File: config.mk
export PLATFORM = sky130hd
export DESIGN_NAME = answer_group_selector
export DESIGN_NICKNAME = d
export VERILOG_FILES = /design/src/rtl/selector_pkg.sv /design/src/rtl/button_conditioner.sv /design/src/rtl/answer_group_selector.sv
export SDC_FILE = /design/constraint.sdc
export NUM_CORES = 1
export LEC_CHECK = 0
export BUFFER_PORTS_ARGS = -buffer_cell sky130_fd_sc_hd__buf_2
export CORE_MARGIN = 2
export CORE_UTILIZATION = 30
export CTS_CLUSTER_SIZE = 25
export DETAILED_ROUTE_END_ITERATION = 6
export GPL_ROUTABILITY_DRIVEN = 0
export PLACE_DENSITY = 0.51
export SKIP_LAST_GASP = 1
export SYNTH_ARGS = -nofsm -noshare
export SYNTH_HDL_FRONTEND = slang
export SYNTH_SLANG_ARGS = --single-unit
File: constraint.sdc
create_clock -name clk -period 1.35 [get_ports clk]
set_input_delay 0 -clock clk [delete_from_list [all_inputs] [get_ports clk]]
set_output_delay 0 -clock clk [all_outputs]
set_load 0.05 [all_outputs]
File: src/rtl/selector_pkg.sv
// Shared types and width helpers for answer_group_selector and its button conditioners.
package selector_pkg;

    typedef enum logic [1:0] {
        IDLE,
        HELD_DELAY,
        REPEATING
    } cond_state_t;

    // Bits needed to hold 0..n-1, never less than one.
    function automatic int width_of(input int n);
        return (n > 1) ? $clog2(n) : 1;
    endfunction

    function automatic int max_of(input int a, input int b);
        return (a > b) ? a : b;
    endfunction

endpackage

File: src/rtl/button_conditioner.sv
// Synchronise, debounce and rising-edge detect one raw push-button.
// With AUTOREPEAT_EN defined, a held button also emits periodic repeat pulses.
module button_conditioner
    import selector_pkg::*;
#(
    parameter int DEBOUNCE_CYCLES = 16,
    parameter int REPEAT_DELAY    = 500,
    parameter int REPEAT_PERIOD   = 100,
    parameter bit REPEAT_ALLOW    = 1'b1
) (
    input  logic clk,
    input  logic reset,
    input  logic PB,
    output logic PB_pulse
);
    localparam int CW = width_of(DEBOUNCE_CYCLES);
    localparam logic [CW-1:0] CNT_LAST = CW'(DEBOUNCE_CYCLES - 1);

    logic          sync1_reg;
    logic          sync2_reg;
    logic          stable_reg;
    logic          pulse_reg;
    logic [CW-1:0] cnt_reg;
    logic          accept;
    logic          rise;
    logic          repeat_fire;

    // The level is accepted on the edge where the mismatch has persisted DEBOUNCE_CYCLES times.
    assign accept = (sync2_reg != stable_reg) && (cnt_reg == CNT_LAST);
    assign rise   = accept && sync2_reg;

    always_ff @(posedge clk or posedge reset) begin
        if (reset) begin
            sync1_reg  <= 1'b0;
            sync2_reg  <= 1'b0;
            stable_reg <= 1'b0;
            cnt_reg    <= '0;
            pulse_reg  <= 1'b0;
        end else begin
            sync1_reg <= PB;
            sync2_reg <= sync1_reg;
            if ((sync2_reg == stable_reg) || accept) begin
                cnt_reg <= '0;
            end else begin
                cnt_reg <= cnt_reg + 1'b1;
            end
            if (accept) begin
                stable_reg <= sync2_reg;
            end
            pulse_reg <= rise || repeat_fire;
        end
    end

`ifdef AUTOREPEAT_EN
    localparam int RW = width_of(max_of(REPEAT_DELAY, REPEAT_PERIOD));

    cond_state_t   state_reg;
    cond_state_t   state_next;
    logic [RW-1:0] rep_cnt_reg;
    logic [RW-1:0] rep_cnt_next;
    logic          fall;

    assign fall = accept && !sync2_reg;

    always_ff @(posedge clk or posedge reset) begin
        if (reset) begin
            state_reg   <= IDLE;
            rep_cnt_reg <= '0;
        end else begin
            state_reg   <= state_next;
            rep_cnt_reg <= rep_cnt_next;
        end
    end

    // A release wins over a repeat that would land on the same edge.
    always_comb begin
        state_next   = state_reg;
        rep_cnt_next = rep_cnt_reg + 1'b1;
        repeat_fire  = 1'b0;
        if (!REPEAT_ALLOW || fall) begin
            state_next   = IDLE;
            rep_cnt_next = '0;
        end else if (rise) begin
            state_next   = HELD_DELAY;
            rep_cnt_next = '0;
        end else begin
            case (state_reg)
                IDLE: rep_cnt_next = '0;
                HELD_DELAY: begin
                    if (rep_cnt_reg == RW'(REPEAT_DELAY - 1)) begin
                        repeat_fire  = 1'b1;
                        state_next   = REPEATING;
                        rep_cnt_next = '0;
                    end
                end
                REPEATING: begin
                    if (rep_cnt_reg == RW'(REPEAT_PERIOD - 1)) begin
                        repeat_fire  = 1'b1;
                        rep_cnt_next = '0;
                    end
                end
                default: begin
                    state_next   = IDLE;
                    rep_cnt_next = '0;
                end
            endcase
        end
    end
`else
    // Repeat timing has no effect without auto-repeat; folded in so the parameters stay referenced.
    localparam bit REPEAT_CFG = REPEAT_ALLOW && (REPEAT_DELAY > 0) && (REPEAT_PERIOD > 0);
    assign repeat_fire = REPEAT_CFG && 1'b0;
`endif

    assign PB_pulse = pulse_reg;

endmodule

File: src/rtl/answer_group_selector.sv
// (page, group) cursor for the seven-segment display mux, stepped by conditioned buttons.
// Define AUTOREPEAT_EN to make held up/down buttons repeat.
module answer_group_selector
    import selector_pkg::*;
#(
    parameter int NUM_GROUPS      = 4,
    parameter int NUM_PAGES       = 2,
    parameter int WRAP            = 1,
    parameter int DEBOUNCE_CYCLES = 16,
    parameter int REPEAT_DELAY    = 500,
    parameter int REPEAT_PERIOD   = 100
) (
    input  logic                                                 clk,
    input  logic                                                 reset,
    input  logic                                                 up_button,
    input  logic                                                 down_button,
    input  logic                                                 center_button,
    output logic [width_of(NUM_GROUPS)-1:0]                      out_group,
    output logic [width_of(NUM_PAGES)-1:0]                       out_page,
    output logic [width_of(NUM_PAGES)+width_of(NUM_GROUPS)-1:0]  out_answer_select_code,
    output logic                                                 out_changed
);
    localparam int GW = width_of(NUM_GROUPS);
    localparam int PW = width_of(NUM_PAGES);
    localparam logic [GW-1:0] GROUP_LAST = GW'(NUM_GROUPS - 1);
    localparam logic [PW-1:0] PAGE_LAST  = PW'(NUM_PAGES - 1);
    localparam int BTN_UP     = 0;
    localparam int BTN_DOWN   = 1;
    localparam int BTN_CENTER = 2;

    logic [2:0]    raw_buttons;
    logic [2:0]    press;
    logic [GW-1:0] group_reg;
    logic [GW-1:0] group_next;
    logic [PW-1:0] page_reg;
    logic [PW-1:0] page_next;
    logic          changed_reg;
    logic          changed_next;

    assign raw_buttons = {center_button, down_button, up_button};

    genvar gi;
    generate
        for (gi = 0; gi < 3; gi++) begin : g_cond
            button_conditioner #(
                .DEBOUNCE_CYCLES(DEBOUNCE_CYCLES),
                .REPEAT_DELAY   (REPEAT_DELAY),
                .REPEAT_PERIOD  (REPEAT_PERIOD),
                .REPEAT_ALLOW   (gi != BTN_CENTER)
            ) u_cond (
                .clk     (clk),
                .reset   (reset),
                .PB      (raw_buttons[gi]),
                .PB_pulse(press[gi])
            );
        end
    endgenerate

    // Center overrides up/down; opposing up and down pulses cancel.
    always_comb begin
        group_next = group_reg;
        page_next  = page_reg;
        if (press[BTN_CENTER]) begin
            group_next = '0;
            page_next  = (page_reg == PAGE_LAST) ? '0 : page_reg + 1'b1;
        end else if (press[BTN_UP] && !press[BTN_DOWN]) begin
            if (group_reg != GROUP_LAST) begin
                group_next = group_reg + 1'b1;
            end else if (WRAP != 0) begin
                group_next = '0;
            end
        end else if (press[BTN_DOWN] && !press[BTN_UP]) begin
            if (group_reg != '0) begin
                group_next = group_reg - 1'b1;
            end else if (WRAP != 0) begin
                group_next = GROUP_LAST;
            end
        end
        changed_next = (group_next != group_reg) || (page_next != page_reg);
    end

    always_ff @(posedge clk or posedge reset) begin
        if (reset) begin
            group_reg   <= '0;
            page_reg    <= '0;
            changed_reg <= 1'b0;
        end else begin
            group_reg   <= group_next;
            page_reg    <= page_next;
            changed_reg <= changed_next;
        end
    end

    assign out_group              = group_reg;
    assign out_page               = page_reg;
    assign out_answer_select_code = {page_reg, group_reg};
    assign out_changed            = changed_reg;

endmodule

=== Yosys cells after proc, flatten, opt, wreduce, memory -nomap -nowiden ===
Index checks and enable logic that the tools add are counted.

* Logic and storage cells: 61
* Output and inout bits: 7
* Register bits: 28
* Input port bits: 5

* Muxes and demuxes: 10
* Reductions and logical operators: 15
* $add $sub $neg: 6
* Equality and inequality tests: 12

{| class="wikitable"
|+ Operators with widths
! cell !! number
|-
| adder 4 x 1 -> 4 bit (second input constant) || 3
|-
| == test 4 bit (second input constant) || 3
|-
| two-way mux 4 bit || 3
|-
| two-way mux 2 bit || 5
|-
| logical AND 1 bit || 8
|-
| logical OR 1 bit || 4
|-
| inequality test 1 bit || 4
|-
| == test 1 bit || 3
|-
| adder 2 x 1 -> 2 bit (second input constant) || 1
|-
| zero test 1 bit || 2
|-
| two-way mux 1 bit || 2
|-
| inequality test 2 bit || 1
|-
| inequality test 2 bit (second input constant) || 1
|-
| nonzero test 2 bit || 1
|-
| subtractor 2 x 1 -> 2 bit (second input constant) || 1
|-
| adder 1 bit (second input constant) || 1
|}

=== Depth between registers and ports, before layout ===
* Depth after elaboration: 7
* Depth in mapped cells: 5
* Depth with buffers taken out: 5

=== Hierarchy ===
Synthesis repeated with hierarchy kept, for this count alone.

* Cells, all modules: 98
* Area total of the unflattened synthesis: 1,207.4 um2

{| class="wikitable"
|+ By module, submodules not included
! module !! cells each !! times used !! area an instance (um2) !! seq. area each (um2)
|-
| button_conditioner (g_cond[1].u_cond ...) || 23 || 2 || 301.5 || 200.2
|-
| button_conditioner (g_cond[0].u_cond) || 23 || 1 || 320.3 || 200.2
|-
| answer_group_selector || 29 || 1 || 284.0 || 100.1
|}

=== Least setup slack after synthesis ===
Ideal clock, no wire load.

* Kind: reg2reg
* From: register group_reg[0] (netlist: out_group[0])
* To: register changed_reg (netlist: out_changed)
* Period minus slack after synthesis: 1.696 ns
* Data required time: 1.213 ns
* Library setup time: 0.137 ns
* Setup slack: -0.346 ns
* Arrival: 1.559 ns
* Path buffers: 0
* Cell stages (with the launch flop): 6
* Cells stage by stage: dfrtp_1 > inv_2 > ha_1 > xnor2_1 > nor4_1 > a221oi_1

* Word-level cells in the longest chain between the ends: 7
* Elaborated cells on any way between the ends: 11
* Classes of those cells: add/sub (2); eq/ne (2); mux (5); reduce/logical (2)

{| class="wikitable"
|+ Ends and longest elaborated chain
! what !! line !! RTL
|-
| start, declared || answer_group_selector.sv:33 || <nowiki>logic [GW-1:0] group_reg;</nowiki>
|-
| start signal, assigned || answer_group_selector.sv:88 || <nowiki>group_reg <= group_next;</nowiki>
|-
| subtractor 2 x 1 -> 2 bit / nonzero test 2 bit (equally long branches) || answer_group_selector.sv:74, answer_group_selector.sv:73 ||
|-
| two-way mux 2 bit || answer_group_selector.sv:73 || <nowiki>if (group_reg != '0) begin</nowiki>
|-
| two-way mux 2 bit || answer_group_selector.sv:72 || <nowiki>end else if (press[BTN_DOWN] && !press[BTN_UP]) begin</nowiki>
|-
| two-way mux 2 bit || answer_group_selector.sv:66 || <nowiki>end else if (press[BTN_UP] && !press[BTN_DOWN]) begin</nowiki>
|-
| two-way mux 2 bit || answer_group_selector.sv:63 || <nowiki>if (press[BTN_CENTER]) begin</nowiki>
|-
| inequality test 2 bit * || answer_group_selector.sv:79 || <nowiki>changed_next = (group_next != group_reg) || (page_next != page_reg);</nowiki>
|-
| logical OR 1 bit * || answer_group_selector.sv:79 ||
|-
| net changed_next || answer_group_selector.sv:38 || <nowiki>logic changed_next;</nowiki>
|-
| end signal, assigned || answer_group_selector.sv:90 || <nowiki>changed_reg <= changed_next;</nowiki>
|-
| end, declared || answer_group_selector.sv:37 || <nowiki>logic changed_reg;</nowiki>
|}

The timed path passes the listed nets; every way through them passes the cells marked *.
A chain may end at the register's enable or synchronous reset.

=== Worst setup path in the final report ===
* From: register group_reg[1] (netlist: out_group[1])
* To: register changed_reg (netlist: out_changed)

Same word-level chain as after synthesis.

==> impl_metrics.tcl <==
set metrics [dict create \
    outcome "completed" \
    final-setup-viol-count 0 \
    mappedNetlistArea_mm2 0.00116 \
    power_frac_clock_pct 30.7 \
    start_util_pct 31.5 \
    numCtsBuffers 3 \
    grt_pass1_vias 737 \
    clk_latency_ns 0.27 \
    drive_above_1_share_pct 25.4 \
    diodes 0 \
    min_path_type "in2async" \
    die-width_um 66.3 \
    crit_type "reg2reg" \
    layout.cells.non_filler 162 \
    timing.final.ws_setup_ns 0.0567 \
    powerDensity_mw_per_mm2 1010 \
    row_count 22 \
    tightest_slew_ns 0.551 \
    vias_per_cell 4.22 \
    fin_crit_sh_pct 95.8 \
    final_nets 126 \
    internal-power_mw 1.11 \
    antenna_found_initial 0 \
    cts_tree "built" \
    track_usage_pct 9.57 \
    antenna_left 0 \
    switching_power_uw 300 \
    netlist_instances 97 \
    syn-num-nets 107 \
    drv_slew 0 \
    utilization_pct 37.8 \
    cp_max_fo 6 \
    period_needed_ns 1.29 \
    combPwrFrac_pct 6.3 \
    ys_ff_latch 28 \
    end_kind "flop" \
    rsz0062_at_grt "yes" \
    leakagePower_nw 0.659 \
    drtPass1Iterations 3 \
    ir_drop_uv 387 \
    pwr-share-seq_pct 62.9 \
    clkTransAtPathRegs_ns 0.09 \
    cts_sinks 28 \
    wl_per_cell_um 10.3 \
    finalClockSkew_ns 0.00512 \
    syn_to_final_growth_pct 19.8 \
    overflow 0 \
    io_buffers 11 \
    required_ns 1.52 \
    vias 684 \
    avgSynthCellArea_um2 12.0 \
    coreArea_mm2 0.00369 \
    largest_reg_flops 12 \
    ys_warn_count 0 \
    cts_root_buf "clkbuf_8" \
    hpwlAfterDp_mm 1.21 \
    num_io_pins 12 \
    cp.arrival_ns 1.46 \
    htree_levels 1 \
    yosysUniqueCellTypes 22 \
    grt_max_degree 18 \
    switching_share_pct 21.2 \
    grt_pass1_wl_mm 3.15 \
    drv_cap 0 \
    seq_area_frac_synth_pct 60.2 \
    dieArea_mm2 0.00439 \
    dp.cells 154 \
    rr_worst_depth 5 \
    routed_wirelength_mm 1.67 \
    cts_buffer_depth 2 \
    slew_headroom_pct 63.2 \
    die_height_um 66.3 \
    hold_violations 0 \
    fmax_mhz 773 \
    dp_slack_ns 0.0654 \
    drc 0 \
    hold-worst-slack_ns 0.315 \
    drtIter0Drc 25 \
    cp-start-kind "flop" \
]
logic make-up (layout without fill, tap and decap cells):
| group | Yosys count | count (layout) | synth area share (%) |
|---|---|---|---|
| xor gates and xnor gates | 12 | 12 | 9.03 |
| and+or+nand+nor | 32 | 32 | 13.9 |
| adders and majority gates | 5 | 5 | 5.38 |
| muxes | 3 | 3 | 2.90 |
| buffers and inverters | 10 | 27 | 4.19 |
| DFF | 28 | 28 | 60.2 |
| AOI/OAI and AO/OA | 7 | 7 | 4.41 |
routing by layer:
layer	global-route usage (%)	up-vias	wire (µm)	share of wire, %
li1	-	354	-	-
met1	11.4	313	820	49
met2	15.5	12	740	44
met3	2.56	5	62	3.7
met4	5.36	0	48	2.9
met5	0	-	0	0
final timing paths:
| check | start | endpoint | slack [ns] |
|---|---|---|---|
| worst min-delay path | reset | out_changed | 0.31 |
| worst max register to register | out_group[1] | out_changed | 0.06 |
| min in group clk | g_cond[2].u_cond.sync1_reg | g_cond[2].u_cond.sync2_reg | 0.35 |
| worst min register to register | g_cond[2].u_cond.sync1_reg | g_cond[2].u_cond.sync2_reg | 0.35 |
| worst max-delay path | out_group[1] | out_changed | 0.06 |
| max in group asynchronous | reset | g_cond[1].u_cond.stable_reg | 0.56 |
power groups by stage:
| stage | sequential (mW) | combinational [mW] | clock (mW) |
|---|---|---|---|
| after floorplan | 0.903 | 0.0591 | 0 |
| final | 0.890 | 0.0896 | 0.435 |
| after global placement | 0.906 | 0.0818 | 0 |
| after detailed placement | 0.907 | 0.0840 | 0 |
| after CTS | 0.890 | 0.0926 | 0.460 |
| after global routing | 0.895 | 0.106 | 0.496 |
synth_stat cells:
cell type | n | area, µm²
dfrtp_1 | 28 | 701
nor2_1 | 14 | 52.6
xnor2_1 | 8 | 70.1
inv_1 | 6 | 22.5
nand3_1 | 6 | 30.0
ha_1 | 5 | 62.6
nor3b_1 | 4 | 30.0
xor2_1 | 4 | 35.0
buf_4 | 3 | 22.5
mux2_2 | 3 | 33.8
a21oi_1 | 2 | 10.0
a221oi_1 | 2 | 17.5
nand2_1 | 2 | 7.51
nand2b_1 | 2 | 12.5
a31o_2 | 1 | 8.76
and3_2 | 1 | 7.51
and4_1 | 1 | 8.76
inv_2 | 1 | 3.75
nor2b_1 | 1 | 6.26
nor4_1 | 1 | 6.26
o21ai_0 | 1 | 5.00
o21ba_2 | 1 | 10.0
through the flow:
stage | cell area (µm²) | TNS, ns | power [mW]
after floorplan | 1190 | -0.0365 | 0.962
after global placement | 1300 | 0 | 0.988
after detailed placement | 1300 | 0 | 0.991
after CTS | 1380 | 0 | 1.44
after global routing | 1390 | -0.0155 | 1.50
final | 1390 | 0 | 1.41
layout make-up:
type                       count  area [µm²]
clock buffer                   3        41.3
fill                         381        2290
inverter                       7        26.3
multi-input combinational     59         440
sequential                    28         703
tap                           48        60.1
timing repair buffer          17         123
cell usage in the layout (no fill, tap or decap), drive strengths merged:
| master | count |
|---|---|
| xnor2 | 8 |
| nand2 | 2 |
| a221oi | 2 |
| o21ba | 1 |
| nand3 | 6 |
| o21ai | 1 |
| ha | 5 |
| and3 | 1 |
| mux2 | 3 |
| inv | 7 |
| nor2b | 1 |
| nor2 | 14 |
| nor3b | 4 |
| xor2 | 4 |
| nand2b | 2 |
| nor4 | 1 |
| and4 | 1 |
| dfrtp | 28 |
| dlygate4sd3 | 4 |
| clkbuf | 3 |
| a31o | 1 |
| buf | 13 |
| a21oi | 2 |
what timing repair did:
action                                  in CTS  in global routing
hold buffers                                 4                  0
endpoints found under the setup margin       0                  1
endpoints found under the hold margin       14                  0
buffers inserted                             0                  1
resized for setup                            0                  1
critical path, stage by stage, from the launching register on:
cell and delay (ns):
dfrtp_2 0.47, inv_2 0.09, ha_4 0.21, xnor2_2 0.16
nor4_2 0.05, a221oi_1 0.22
No activity file was read; power rests on OpenSTA's default activity.
